## src/rtl/clkmode_seq_pkg.sv

```systemverilog
// Shared types for the clock-mode sequencer: state encoding, cfg bit positions, helpers.
// The WARM state is only present when CLKSEQ_WARMUP_EN is defined.
package p1v_clk_pkg;

  localparam int CFG_RESET     = 7;
  localparam int CFG_PLLENA    = 6;
  localparam int CFG_OSCENA    = 5;
  localparam int CFG_OSCM_HI   = 4;
  localparam int CFG_OSCM_LO   = 3;
  localparam int CFG_CLKSEL_HI = 2;
  localparam int CFG_CLKSEL_LO = 0;
  localparam int CNT_W         = 24;

  typedef enum logic [2:0] {
    ST_BOOT   = 3'd0,
    ST_IDLE   = 3'd1,
`ifdef CLKSEQ_WARMUP_EN
    ST_WARM   = 3'd2,
`endif
    ST_SWITCH = 3'd3,
    ST_GUARD  = 3'd4,
    ST_RST    = 3'd5
  } clkseq_state_e;

  // A state lasting n cycles is entered with the counter at n-1.
  function automatic logic [CNT_W-1:0] cycles_to_load(input int n);
    return CNT_W'(n - 1);
  endfunction

  // Warm-up is needed only when an oscillator or PLL enable goes from 0 to 1.
  function automatic logic warm_needed(input logic [7:0] cur, input logic [7:0] req);
    return (req[CFG_PLLENA] & ~cur[CFG_PLLENA]) | (req[CFG_OSCENA] & ~cur[CFG_OSCENA]);
  endfunction

endpackage

```

## src/rtl/clkseq_timer.sv

```systemverilog
// Single down-counter shared by all timed states; parks at zero between loads.
module clkseq_timer
  import p1v_clk_pkg::*;
(
  input  logic             clk_cog,
  input  logic             load,
  input  logic [CNT_W-1:0] value,
  output logic             done
);

  logic [CNT_W-1:0] count_r;

  // Reload on state entry, otherwise count down and hold at zero.
  always_ff @(posedge clk_cog) begin
    if (load) begin
      count_r <= value;
    end else if (count_r != {CNT_W{1'b0}}) begin
      count_r <= count_r - CNT_W'(1);
    end else begin
      count_r <= count_r;
    end
  end

  assign done = (count_r == {CNT_W{1'b0}});

endmodule

```

## src/rtl/clkmode_seq.sv

```systemverilog
// Clock-mode sequencer: applies clock generator modes with warm-up, settle and core reset timing.
// Optional warm-up wait is built in when CLKSEQ_WARMUP_EN is defined.
module clkmode_seq
  import p1v_clk_pkg::*;
#(
  parameter int WARM_CYCLES  = 800000,
  parameter int GUARD_CYCLES = 16,
  parameter int RESET_CYCLES = 64
) (
  input  logic       clk_cog,
  input  logic       res,
  input  logic       req_valid,
  input  logic [7:0] req_cfg,
  output logic       req_ready,
  output logic [7:0] cfg,
  output logic       nres,
  output logic       busy
);

  localparam logic [CNT_W-1:0] RESET_LOAD  = cycles_to_load(RESET_CYCLES);
  localparam logic [CNT_W-1:0] GUARD_LOAD  = cycles_to_load(GUARD_CYCLES);
  localparam logic [CNT_W-1:0] SWITCH_LOAD = cycles_to_load(1);
`ifdef CLKSEQ_WARMUP_EN
  localparam logic [CNT_W-1:0] WARM_LOAD   = cycles_to_load(WARM_CYCLES);
`else
  logic [CNT_W-1:0] warm_unused_s;
  assign warm_unused_s = cycles_to_load(WARM_CYCLES);
`endif

  clkseq_state_e    state_r, state_next_s;
  logic [7:0]       cfg_r, cfg_next_s;
  logic [6:0]       req_lat_r, req_lat_next_s;
  logic             req_ready_r, nres_r, busy_r;
  logic             timer_load_s, timer_done_s;
  logic [CNT_W-1:0] timer_val_s;

  // Reset overrides the FSM's own load so BOOT always starts with a full count.
  clkseq_timer u_timer (
    .clk_cog (clk_cog),
    .load    (timer_load_s | res),
    .value   (res ? RESET_LOAD : timer_val_s),
    .done    (timer_done_s)
  );

  // Next-state, next-cfg and timer load selection.
  always_comb begin
    state_next_s   = state_r;
    cfg_next_s     = cfg_r;
    req_lat_next_s = req_lat_r;
    timer_load_s   = 1'b0;
    timer_val_s    = {CNT_W{1'b0}};
    case (state_r)
      ST_BOOT, ST_RST: begin
        if (timer_done_s) begin
          state_next_s = ST_IDLE;
        end else begin
          state_next_s = state_r;
        end
      end
      ST_IDLE: begin
        if (req_valid && req_cfg[CFG_RESET]) begin
          state_next_s = ST_RST;
          cfg_next_s   = 8'h00;
          timer_load_s = 1'b1;
          timer_val_s  = RESET_LOAD;
        end
`ifdef CLKSEQ_WARMUP_EN
        else if (req_valid && warm_needed(cfg_r, req_cfg)) begin
          state_next_s   = ST_WARM;
          cfg_next_s[CFG_PLLENA:CFG_OSCM_LO] = req_cfg[CFG_PLLENA:CFG_OSCM_LO];
          req_lat_next_s = req_cfg[CFG_PLLENA:CFG_CLKSEL_LO];
          timer_load_s   = 1'b1;
          timer_val_s    = WARM_LOAD;
        end
`endif
        else if (req_valid) begin
          state_next_s   = ST_SWITCH;
          req_lat_next_s = req_cfg[CFG_PLLENA:CFG_CLKSEL_LO];
          timer_load_s   = 1'b1;
          timer_val_s    = SWITCH_LOAD;
        end else begin
          state_next_s = ST_IDLE;
        end
      end
`ifdef CLKSEQ_WARMUP_EN
      ST_WARM: begin
        if (timer_done_s) begin
          state_next_s = ST_SWITCH;
          timer_load_s = 1'b1;
          timer_val_s  = SWITCH_LOAD;
        end else begin
          state_next_s = ST_WARM;
        end
      end
`endif
      ST_SWITCH: begin
        state_next_s = ST_GUARD;
        cfg_next_s   = {1'b0, req_lat_r};
        timer_load_s = 1'b1;
        timer_val_s  = GUARD_LOAD;
      end
      ST_GUARD: begin
        if (timer_done_s) begin
          state_next_s = ST_IDLE;
        end else begin
          state_next_s = ST_GUARD;
        end
      end
      default: begin
        state_next_s = ST_BOOT;
        cfg_next_s   = 8'h00;
        timer_load_s = 1'b1;
        timer_val_s  = RESET_LOAD;
      end
    endcase
  end

  // State, applied cfg and outputs, all registered from the next state.
  always_ff @(posedge clk_cog) begin
    if (res) begin
      state_r     <= ST_BOOT;
      cfg_r       <= 8'h00;
      req_lat_r   <= 7'h00;
      req_ready_r <= 1'b0;
      nres_r      <= 1'b0;
      busy_r      <= 1'b1;
    end else begin
      state_r     <= state_next_s;
      cfg_r       <= cfg_next_s;
      req_lat_r   <= req_lat_next_s;
      req_ready_r <= (state_next_s == ST_IDLE);
      nres_r      <= (state_next_s != ST_BOOT) && (state_next_s != ST_RST);
      busy_r      <= (state_next_s != ST_IDLE);
    end
  end

  assign req_ready = req_ready_r;
  assign cfg       = cfg_r;
  assign nres      = nres_r;
  assign busy      = busy_r;

endmodule

```

## config.mk

```make
export PLATFORM = sky130hd
export DESIGN_NAME = clkmode_seq
export DESIGN_NICKNAME = d
export VERILOG_FILES = /design/src/rtl/clkmode_seq_pkg.sv /design/src/rtl/clkseq_timer.sv /design/src/rtl/clkmode_seq.sv
export SDC_FILE = /design/constraint.sdc
export NUM_CORES = 1
export LEC_CHECK = 0
export BUFFER_PORTS_ARGS = -buffer_cell sky130_fd_sc_hd__buf_2
export CAP_MARGIN = 20
export CORE_ASPECT_RATIO = 0.6
export CORE_UTILIZATION = 62
export CTS_BUF_LIST = sky130_fd_sc_hd__clkbuf_16
export DETAILED_ROUTE_END_ITERATION = 8
export HOLD_SLACK_MARGIN = 0.08
export PLACE_DENSITY = 0.84
export REMOVE_ABC_BUFFERS = 1
export SLEW_MARGIN = 15
export SYNTH_ARGS = -nofsm -noshare
export SYNTH_HDL_FRONTEND = slang
export SYNTH_SLANG_ARGS = --single-unit
```

## constraint.sdc

```tcl
create_clock -name clk_cog -period 3.5 [get_ports clk_cog]
set_input_delay 0.7 -clock clk_cog [delete_from_list [all_inputs] [get_ports clk_cog]]
set_output_delay 0.7 -clock clk_cog [all_outputs]
set_load 0.01 [all_outputs]
```

==> results by group, run 1 <==
Global routing
  • Congestion Overflow GR: 0
  • Vias in the first global route: 1,504
  • Total Routing Usage GR: 0.281
  • First-pass GRT wire length: 7330 µm
  • Antenna violations before repair: 0
  • Pin count of the biggest net entering global routing: 25

Logic synthesis
  • Mapped Area: 2060 µm²
  • Count of state elements after synthesis: 44
  • Post-Synth Adder-Cell Area: 0.0122
  • Synth warn: 0
  • Syn_area_per_cell: 10.1 µm²
  • Largest family of logic cells by synthesized area: simple AND/OR/NAND/NOR gates
  • Compound-gate portion of the synthesized area: 0.148
  • Synth cell types: 40
  • Multiplexer area fraction after synthesis: 0.00973
  • XOR/XNOR Fraction of Synth Area: 0.0426
  • Seq/Total Area, Yosys: 0.545
  • Post-Synth Simple-Gate Area: 0.214
  • Synth top area cells: edfxtp_1 (35%), dfxtp_1 (19%), a21oi_1 (4.1%)
  • Synth area leader: edfxtp_1
  • Area share of the largest cell type after synthesis: 0.350
  • Synth Instances: 203

Timing
  • RSZ-0062 raised after global routing: no
  • Worst Skew: 0.00475 ns
  • Crit share post-route: 0.753
  • Final Setup Violations: 0
  • Max Freq: 379 MHz
  • Pins Over Slew Limit: 0
  • Final setup TNS: 0 ns
  • Final-report hold violation count: 0
  • Fin crit period: 2.64 ns
  • Worst-Margin Slew: 0.879 ns
  • Max-slew headroom: 0.409

Worst setup path
  • RR Startpoint: u_timer.count_r[12]$_SDFFCE_PP0P_
  • CP max FO: 24
  • Arr. time, crit path: 2.65 ns
  • Cells on worst reg2reg path: 5
  • Worst setup path end: u_timer.count_r[8]$_SDFFCE_PP0P_
  • Crit path from: u_timer.count_r[12]$_SDFFCE_PP0P_
  • R2R setup slack: 0.86 ns
  • WP data required: 3.51 ns
  • CP Capture Type: flop
  • CP startpoint kind: flop
  • FF-to-FF End: u_timer.count_r[8]$_SDFFCE_PP0P_
  • Critical path class: reg2reg

Clock network
  • # hold bufs at CTS: 0
  • Clock transition at path regs: 0.06 ns
  • Clock Tree Buf Depth: 2
  • Post-CTS Setup Inserts: 0
  • Num CTS Buffers: 5
  • H-tree depth: 2
  • Clock root cell: clkbuf_16
  • TritonCTS clock tree: yes
  • Skew-Pair Late Insertion Delay: 0.28 ns
  • Clk sinks: 44
  • Post-CTS Resized: 0

Route
  • Total wire length: 4640 µm
  • Residual DRC count: 0
  • Via density: 6.44
  • Routed Antenna Nets: 0
  • Starting DRT DRC Count: 292
  • DR WL/cell: 17.4 µm
  • DRT Pass-1 Iters: 5
  • Total number of vias: 1,712

Final layout
  • N_diodes: 0
  • P&R area growth vs syn: 12.9%
  • Final nets: 236
  • Share of layout cells above drive strength 1: 0.138

Run status
  • Status: completed

Floorplanning
  • Die height: 46.6 µm
  • Row count: 15
  • Die area: 3560 µm²
  • IO Count: 22
  • Core footprint: 3000 µm²
  • Die X: 76.4 µm
  • Initial Util: 0.685

Pwr
  • Worst vdd ir: 0.350 mV
  • Overall Power: 1.04 mW
  • Static leakage: 0.907 nW
  • Pwr/cell area: 447 nW/µm²

Flow run
  • MaxCap Viol Count: 0

Hold path
  • Hold crit path type: reg2reg

Placed design
  • PortBufs: 20
  • HPWL Detailed: 3220 µm
  • Placer Congestion: 0.877
## layout make-up
type                       count  area (µm²)
clock buffer                   5         125
inverter                       4        15.0
clock inverter                 3        12.5
timing repair buffer          22         115
sequential                    44        1120
tap                           42        52.6
fill                         205         679
multi-input combinational    146         882
## critical path, cell delays in order, from the launching register on
cell	delay, ns
edfxtp_1	0.44
nor4_1	0.55
nand2_1	0.38
nor3_1	0.62
nand2_1	0.11
buf_4	0.25
## layer usage
layer,part of all wire,global-route usage
met1,0.44,0.396
met2,0.46,0.449
met3,0.085,0.0554
met4,0.011,0.0846
met5,0,0
## through the flow
step / hold slack (ns) / util / instance area (µm²) / setup slack [ns] / cells
6_report: 0.455 / 0.774 / 2320 / 0.864 / 266
5_1_grt: 0.480 / 0.774 / 2320 / 0.492 / 266
4_1_cts: 0.454 / 0.774 / 2320 / 0.908 / 266
3_5_place_dp: 0.446 / 0.728 / 2190 / 0.920 / 258
3_3_place_gp: 0.442 / 0.728 / 2190 / 1.04 / 258
2_1_floorplan: 0.430 / - / 2020 / 0.909 / 194
## state kept, by name, indices dropped and copies added, names as in the netlist
name	flops
req_ready	1
req_lat_r	7
busy	1
u_timer.count_r	24
nres	1
state_r	3
cfg	7
## synth_stat cells
cell,n
conb_1,1
xor2_1,4
nor2b_1,2
o31ai_1,5
nand4_1,3
buf_4,1
and3b_1,1
or4_4,1
o31a_1,2
a21oi_1,17
and3_1,1
nor2_1,16
ha_1,2
edfxtp_1,24
xnor2_1,6
or3b_1,1
nor4_2,1
a211oi_1,1
or3_1,7
o21a_1,2
clkbuf_1,6
mux2i_1,2
nor4b_1,1
a22o_1,7
o41ai_1,1
a31oi_1,1
nand3_1,11
buf_2,2
o32ai_1,1
nor3_1,7
nand2b_1,2
nand3b_1,1
inv_1,4
nor4_1,5
o21ai_0,10
a21boi_0,1
or2_2,1
nand2_1,17
or4_1,5
dfxtp_1,20
## worst min path at each step
stage,start,to,depth (start not counted)
final,req_lat_r[4]$_SDFFE_PP0P_,req_lat_r[4]$_SDFFE_PP0P_,2
after global routing,req_lat_r[3]$_SDFFE_PP0P_,req_lat_r[3]$_SDFFE_PP0P_,2
after CTS,req_lat_r[3]$_SDFFE_PP0P_,req_lat_r[3]$_SDFFE_PP0P_,2
after detailed placement,req_lat_r[3]$_SDFFE_PP0P_,req_lat_r[3]$_SDFFE_PP0P_,2
after global placement,req_lat_r[3]$_SDFFE_PP0P_,req_lat_r[3]$_SDFFE_PP0P_,2
after floorplan,req_lat_r[0]$_SDFFE_PP0P_,req_lat_r[0]$_SDFFE_PP0P_,2
## layout by cell type (no fill, tap or decap), types with 6 or more instances in the layout
| master | instances |
|---|---|
| buf_2 | 20 |
| nand2_1 | 17 |
| a22o_1 | 7 |
| inv_1 | 6 |
| a21oi_1 | 17 |
| nor3_1 | 7 |
| nand3_1 | 11 |
| dfxtp_1 | 20 |
| xnor2_1 | 6 |
| edfxtp_1 | 24 |
| or3_1 | 7 |
| o21ai_0 | 10 |
| nor2_1 | 16 |
## report_power, final
group,internal [mW],total (mW),switching (mW),leakage (nW)
clock,0.258,0.441,0.183,0.0762
sequential,0.548,0.556,0.00864,0.441
combinational,0.0149,0.0412,0.0264,0.389
total,0.821,1.04,0.218,0.907
## cell families (layout without fill, tap and decap cells)
kind of cell    after synthesis  after routing
fa+ha+maj                     2              2
xor+xnor                     10             10
mux                           2              2
other cells                   1              1
buf+inv                      13             34
simple gates                 83             83
compound gates               48             48
flops                        44             44
Note: power is estimated with default switching activity, not from simulation.
==> inputs of run 2 (changes only) <==
--- a/config.mk
+++ b/config.mk
@@ -5,14 +5,15 @@
 export SDC_FILE = /design/constraint.sdc
 export NUM_CORES = 1
 export LEC_CHECK = 0
+export ABC_AREA = 1
 export BUFFER_PORTS_ARGS = -buffer_cell sky130_fd_sc_hd__buf_2
 export CAP_MARGIN = 20
 export CORE_ASPECT_RATIO = 0.6
-export CORE_UTILIZATION = 62
+export CORE_UTILIZATION = 53
 export CTS_BUF_LIST = sky130_fd_sc_hd__clkbuf_16
 export DETAILED_ROUTE_END_ITERATION = 8
 export HOLD_SLACK_MARGIN = 0.08
-export PLACE_DENSITY = 0.84
+export PLACE_DENSITY = 0.75
 export REMOVE_ABC_BUFFERS = 1
 export SLEW_MARGIN = 15
 export SYNTH_ARGS = -nofsm -noshare
==> constraint.sdc (replaced) <==
create_clock -name clk_cog -period 2.4 [get_ports clk_cog]
set_input_delay 0.48 -clock clk_cog [delete_from_list [all_inputs] [get_ports clk_cog]]
set_output_delay 0.48 -clock clk_cog [all_outputs]
set_load 0.01 [all_outputs]
==> run 2 against run 1 <==
  * Worst setup slack worse by 0.29 ns
  * Synthesized cell count is 30% higher
  * Via count rose by 2.6%
  * Hold slack worse by 0.013 ns
  * Core utilization shrank 9.4 points
  * Final cell count increased by 30%
  * Wire length rose by 2.1%
  * Synthesized area is 10% higher
  * First-iteration DRC count shrank 49%
  * Critical path type unchanged
  * Critical endpoint is now u_timer.count_r[20]$_SDFFCE_PP0P_
  * Highest routed layer unchanged
==> results by group, run 2 <==
Worst setup path
  • Crit-path cells: inv_1 > ha_1 > nand2_2 > nor2_4 > nand2_2 > clkinv_1 > nand3_1 > o21ai_1 > a21oi_1
  • CP max FO: 5 (-79%)
  • Critical path class: reg2reg
  • Crit-path slowest cell: edfxtp_1
  • WP data required: 2.44 ns (-1.07 ns)
  • CP Capture Type: flop
  • Worst path most repeated cell: nand2_2
  • Arr. time, crit path: 1.86 ns (-0.79 ns)
  • Critical path's largest stage delay: 0.40 ns (-0.22 ns)
  • Cell family contributing the most delay on the critical path: simple AND/OR/NAND/NOR gates
  • CP startpoint kind: flop
  • R2R setup slack: 0.58 ns (-0.29 ns)
  • Critical path buffers and inverters: 2 (+1)

Floorplanning
  • Row count: 17 (+2)
  • Core footprint: 3870 µm² (+29%)
  • Die X: 86.4 µm (+13%)
  • Initial Util: 0.585 (-0.100)
  • IO Count: 22 (unchanged)
  • Die area: 4550 µm² (+28%)
  • Die height: 52.6 µm (+13%)

Logic synthesis
  • Post-synth top cells: nand2_1 (45), nor2_1 (32), inv_1 (28), edfxtp_1 (24), o21ai_0 (21)
  • Asr flop ratio synth: 0 (unchanged)
  • Synth cell types: 34 (-15%)
  • Count of state elements after synthesis: 44 (unchanged)
  • Syn_area_per_cell: 8.62 µm² (-15%)
  • Area share of the largest cell type after synthesis: 0.318 (-0.0321)
  • Count leader, synth: nand2_1
  • Synth Instances: 263 (+30%)
  • Post-synth top flop: edfxtp_1
  • Synth area leader: edfxtp_1
  • Synth warn: 0 (unchanged)
  • Mapped Area: 2270 µm² (+10%)
  • Seq/Total Area, Yosys: 0.495 (-0.0499)
  • EDFF count, synth: 24 (unchanged)
  • Synth top area cells: edfxtp_1 (32%), dfxtp_1 (18%), nand2_1 (7.5%)

Timing
  • Post-route setup slack: 0.576 ns (-0.288 ns)
  • Final-report hold violation count: 0 (unchanged)
  • Fin crit period: 1.82 ns (-0.812 ns)
  • RSZ-0062 raised after global routing: no
  • Worst Skew: 0.00411 ns (-0.000641 ns)
  • Final setup TNS: 0 ns (unchanged)
  • Max Freq: 548 MHz (+45%)
  • Final Setup Violations: 0 (unchanged)
  • Pins Over Slew Limit: 0 (unchanged)
  • Crit share post-route: 0.760 (+0.00669)

Placed design
  • Area after DPL: 2430 µm² (+11%)
  • Placer Congestion: 0.857 (-2.3%)
  • Placed cells: 337 (+31%)
  • HPWL Detailed: 3300 µm (+2.6%)
  • PortBufs: 20 (unchanged)
  • Place WS: 0.624 ns (-0.296 ns)

Pwr
  • Clock power frac: 0.487 (+0.062)
  • Comb pwr share: 0.050 (+0.010)
  • Sw frac: 0.200 (-0.0101)
  • Worst vdd ir: 0.340 mV (-2.8%)
  • Switching pwr: 0.351 mW (+61%)
  • Pwr/cell area: 668 nW/µm² (+49%)
  • Reg power frac: 0.462 (-0.074)
  • Cell Int Power: 1.41 mW (+71%)
  • Static leakage: 1.09 nW (+20%)

Global routing
  • Vias in the first global route: 1,482 (-1.5%)
  • Antenna violations before repair: 0 (unchanged)
  • Total Routing Usage GR: 0.232 (-0.0485)
  • Congestion Overflow GR: 0 (unchanged)
  • First-pass GRT wire length: 7380 µm (+0.67%)
  • Pin count of the biggest net entering global routing: 18 (-28%)

Final layout
  • Share of layout cells above drive strength 1: 0.229 (+0.0908)
  • Biggest register: u_timer.count_r
  • Max FFs per register: 24 (unchanged)
  • Post-route insts no fill: 345 (+30%)
  • N_diodes: 0 (unchanged)
  • Commonest non-fill, non-tap cell in the layout: nand2_1
  • Final nets: 300 (+27%)
  • Fin util: 0.680 (-0.0940)
  • FILL cells: 312 (+52%)
  • P&R area growth vs syn: 16.1%
  • Final Cell Area: 2630 µm² (+13%)
  • Most frequent cells in the layout: nand2_1 (45), nor2_1 (32), inv_1 (28)

Route
  • DR WL/cell: 13.7 µm (-21%)
  • Total wire length: 4730 µm (+2.1%)
  • Routed Antenna Nets: 0 (unchanged)
  • Total number of vias: 1,756 (+2.6%)
  • Starting DRT DRC Count: 148 (-49%)
  • Residual DRC count: 0 (unchanged)
  • DRT Pass-1 Iters: 5 (unchanged)
  • Via density: 5.09 (-21%)

Clock network
  • Clk sinks: 44 (unchanged)
  • Skew-Pair Late Insertion Delay: 0.29 ns (about the same)
  • Clock transition at path regs: 0.06 ns (about the same)
  • Clock root cell: clkbuf_16
  • Num CTS Buffers: 5 (unchanged)
  • H-tree depth: 2 (unchanged)
  • Post-CTS Setup Inserts: 0 (unchanged)
  • Clock Tree Buf Depth: 2 (unchanged)
  • Post-CTS Resized: 0 (unchanged)
  • # hold bufs at CTS: 0 (unchanged)
  • TritonCTS clock tree: yes

Run status
  • Status: completed

Flow run
  • MaxCap Viol Count: 0 (unchanged)

Hold path
  • Hold crit path type: in2reg
==> run 2: cell families after synthesis <==
family,synth area share
DFF,0.495
adders and majority gates,0.0110
other,0.00165
and+or+nand+nor,0.284
xor gates and xnor gates,0.0232
AOI/OAI and AO/OA,0.118
buffers and inverters,0.0674
==> run 2: per-stage QoR <==
stage	power [mW]	hold slack (ns)
floorplan	0.883	0.430
global route	1.81	0.463
finish	1.76	0.442
CTS	1.77	0.442
detailed placement	0.914	0.444
global placement	0.911	0.437
==> run 2: metal layers <==
layer	routed length (µm)	up-vias	global-route usage
met3	292	4	0.0709
met5	0	-	0
met2	1900	59	0.310
li1	-	909	-
met4	40	0	0.117
met1	2500	784	0.335
==> run 2: worst paths after layout <==
check                          startpoint                                 to  depth (start not counted)
max          u_timer.count_r[0]$_DFFE_PP_  u_timer.count_r[20]$_SDFFCE_PP0P_                          9
min                            req_cfg[2]          req_lat_r[2]$_SDFFE_PP0P_                          3
max reg2reg  u_timer.count_r[0]$_DFFE_PP_  u_timer.count_r[20]$_SDFFCE_PP0P_                          9
min reg2reg           cfg[6]$_SDFFE_PP0P_                cfg[6]$_SDFFE_PP0P_                          2
==> run 2: final cells by class <==
type / instances / area (µm²) / area share
Clock buffer: 8 / 200 / 0.0761
Timing Repair Buffer: 24 / 130 / 0.0495
Multi-Input combinational cell: 181 / 992 / 0.377
Tap cell: 57 / 71.3 / 0.0271
Sequential cell: 44 / 1120 / 0.426
Inverter: 31 / 116 / 0.0442
==> run 2: worst min-delay path, stage by stage <==
cell and delay, ns:
buf_2 0.07, o21ai_0 0.07, nor2_1 0.07
==> run 2: power by group through the flow <==
stage	Sequential (mW)	Combinational, mW	Clock, mW
floorplan	0.825	0.0576	0
global placement	0.827	0.0838	0
detailed placement	0.828	0.0856	0
CTS	0.812	0.0874	0.867
global route	0.813	0.0974	0.899
finish	0.812	0.0884	0.857
==> inputs of run 3 (changes only) <==
--- a/config.mk
+++ b/config.mk
@@ -9,11 +9,11 @@
 export BUFFER_PORTS_ARGS = -buffer_cell sky130_fd_sc_hd__buf_2
 export CAP_MARGIN = 20
 export CORE_ASPECT_RATIO = 0.6
-export CORE_UTILIZATION = 53
+export CORE_UTILIZATION = 58
 export CTS_BUF_LIST = sky130_fd_sc_hd__clkbuf_16
 export DETAILED_ROUTE_END_ITERATION = 8
 export HOLD_SLACK_MARGIN = 0.08
-export PLACE_DENSITY = 0.75
+export PLACE_DENSITY = 0.78
 export REMOVE_ABC_BUFFERS = 1
 export SLEW_MARGIN = 15
 export SYNTH_ARGS = -nofsm -noshare
==> constraint.sdc (replaced) <==
create_clock -name clk_cog -period 1.81 [get_ports clk_cog]
set_input_delay 0.362 -clock clk_cog [delete_from_list [all_inputs] [get_ports clk_cog]]
set_output_delay 0.362 -clock clk_cog [all_outputs]
set_load 0.01 [all_outputs]
==> run 3 against run 2 <==
  * Count of clock-buffer cells in the layout fell by 3
  * Via count is 1.6% higher
  * Die area decreased by 8.4%
  * Clock power decreased by 2%
  * Core utilization rose by 1.6 points
  * Sequential power increased by 33%
  * Clock skew grew 0.0013 ns
  * Fmax rose by 9.2%
  * Power up 16%
  * Design area down 2.2%
  * Critical path depth stayed put
  * Largest cell class unchanged
==> results by group, run 3 (same netlist as run 2, synthesis figures left out) <==
Placed design
  • Area after DPL: 2430 µm² (+0.10%)
  • HPWL Detailed: 3300 µm (+0.17%)
  • PortBufs: 20 (unchanged)
  • Place WS: 0.133 ns (-0.491 ns)
  • Placer Congestion: 0.788 (-8.1%)
  • Placed cells: 329 (-2.4%)

Floorplanning
  • Die X: 82.7 µm (-4.3%)
  • Row count: 17 (unchanged)
  • Die area: 4170 µm² (-8.4%)
  • Core footprint: 3700 µm² (-4.4%)
  • IO Count: 22 (unchanged)
  • Die height: 50.4 µm (-4.2%)
  • Initial Util: 0.612 (+0.0269)

Hold path
  • Hold crit path type: in2reg

Worst setup path
  • CP max FO: 5 (unchanged)
  • CP Capture Type: flop
  • Critical path class: reg2reg
  • CP startpoint kind: flop
  • WP data required: 1.84 ns (-0.60 ns)
  • Arr. time, crit path: 1.70 ns (-0.16 ns)

Route
  • Starting DRT DRC Count: 87 (-41%)
  • Via density: 5.29 (+4.0%)
  • Routed Antenna Nets: 0 (unchanged)
  • DR WL/cell: 13.3 µm (-2.9%)
  • DRT Pass-1 Iters: 4 (-1)
  • Residual DRC count: 0 (unchanged)
  • Total number of vias: 1,784 (+1.6%)
  • Total wire length: 4490 µm (-5.2%)

Final layout
  • Biggest register: u_timer.count_r
  • Max FFs per register: 24 (unchanged)
  • Final nets: 302 (+0.67%)
  • Final Cell Area: 2570 µm² (-2.2%)
  • Most frequent cells in the layout: nand2_1 (45), nor2_1 (32), inv_1 (30)
  • P&R area growth vs syn: 13.6%
  • Commonest non-fill, non-tap cell in the layout: nand2_1
  • Post-route insts no fill: 337 (-2.3%)
  • Share of layout cells above drive strength 1: 0.231 (+0.00187)
  • N_diodes: 0 (unchanged)

Global routing
  • Pin count of the biggest net entering global routing: 16 (-2)
  • Total Routing Usage GR: 0.251 (+0.0191)
  • Vias in the first global route: 1,731 (+17%)
  • Antenna violations before repair: 0 (unchanged)
  • First-pass GRT wire length: 7670 µm (+3.9%)
  • Congestion Overflow GR: 0 (unchanged)

Timing
  • Max Freq: 599 MHz (+9.2%)
  • Crit share post-route: 0.922 (+0.162)
  • Fin crit period: 1.67 ns (-0.154 ns)
  • Final-report hold violation count: 0 (unchanged)
  • Post-route setup slack: 0.141 ns (-0.436 ns)
  • Final setup TNS: 0 ns (unchanged)
  • Final Setup Violations: 0 (unchanged)
  • RSZ-0062 raised after global routing: no
  • Worst Skew: 0.00538 ns (+0.00126 ns)
  • Pins Over Slew Limit: 0 (unchanged)

Pwr
  • Static leakage: 1.07 nW (-1.4%)
  • Pwr/cell area: 791 nW/µm² (+19%)
  • Switching pwr: 0.435 mW (+24%)
  • Reg power frac: 0.528 (+0.066)
  • Comb pwr share: 0.058 (+0.008)
  • Overall Power: 2.04 mW (+16%)
  • Worst vdd ir: 0.631 mV (+85%)
  • Cell Int Power: 1.60 mW (+14%)
  • Clock power frac: 0.413 (-0.074)
  • Sw frac: 0.214 (+0.0137)

Clock network
  • TritonCTS clock tree: yes
  • Clock root cell: clkbuf_16
  • Num CTS Buffers: 5 (unchanged)
  • Clk sinks: 44 (unchanged)
  • Clock Tree Buf Depth: 2 (unchanged)
  • # hold bufs at CTS: 0 (unchanged)
  • H-tree depth: 2 (unchanged)
  • Clock transition at path regs: 0.06 ns (about the same)
  • Skew-Pair Late Insertion Delay: 0.28 ns (about the same)
  • Post-CTS Resized: 0 (unchanged)
  • Post-CTS Setup Inserts: 0 (unchanged)

Run status
  • Status: completed

Flow run
  • MaxCap Viol Count: 0 (unchanged)
[run 3: cell count changes in the layout (fill, tap and decap cells not counted), sizes merged]
cell and change:
buf +2, clkinv +1, inv +2, clkbuf -3
[run 3: critical path, cell delays in order, from the launching register on]
cell and delay, ns:
edfxtp_1 0.37, inv_1 0.12, ha_2 0.23, nand2_2 0.09, nor2_4 0.17, nand2_2 0.11
clkinv_1 0.07, nand3_1 0.08, o21ai_1 0.13, a21oi_1 0.05
[run 3: area by class of cell]
type / instances / area [µm²]
fill: 289 / 1130
clock buffer: 5 / 125
clock inverter: 3 / 12.5
sequential: 44 / 1120
timing repair buffer: 26 / 145
multi-input combinational: 181 / 995
tap: 47 / 58.8
inverter: 31 / 116
[run 3: worst paths after layout]
check,startpoint,end,slack (ns),depth (start not counted)
setup / recovery,u_timer.count_r[0]$_DFFE_PP_,u_timer.count_r[20]$_SDFFCE_PP0P_,0.14,9
setup reg to reg,u_timer.count_r[0]$_DFFE_PP_,u_timer.count_r[20]$_SDFFCE_PP0P_,0.14,9
hold / removal,req_cfg[2],req_lat_r[2]$_SDFFE_PP0P_,0.33,3
hold reg to reg,req_lat_r[4]$_SDFFE_PP0P_,req_lat_r[4]$_SDFFE_PP0P_,0.45,2
[run 3: per-layer routing]
metal  track usage  wire length [µm]  up-vias
met5             0                 0        -
li1              -                 -      912
met1         0.355              2310      816
met2         0.372              1870       49
met4        0.0805                38        0
met3        0.0691               263        7
[run 3: stage by stage]
| step | hold WS (ns) | util |
|---|---|---|
| 3_5_place_dp | 0.442 | 0.658 |
| 4_1_cts | 0.327 | 0.695 |
| 3_3_place_gp | 0.436 | 0.658 |
| 5_1_grt | 0.341 | 0.695 |
| 2_1_floorplan | 0.430 | - |
| 6_report | 0.326 | 0.695 |
[run 3: power groups by stage]
stage	sequential [mW]	clock [mW]	combinational (mW)
global placement	1.10	0	0.113
detailed placement	1.10	0	0.116
floorplan	1.09	0	0.0763
finish	1.08	0.842	0.119
global route	1.08	0.894	0.134
CTS	1.08	0.851	0.118
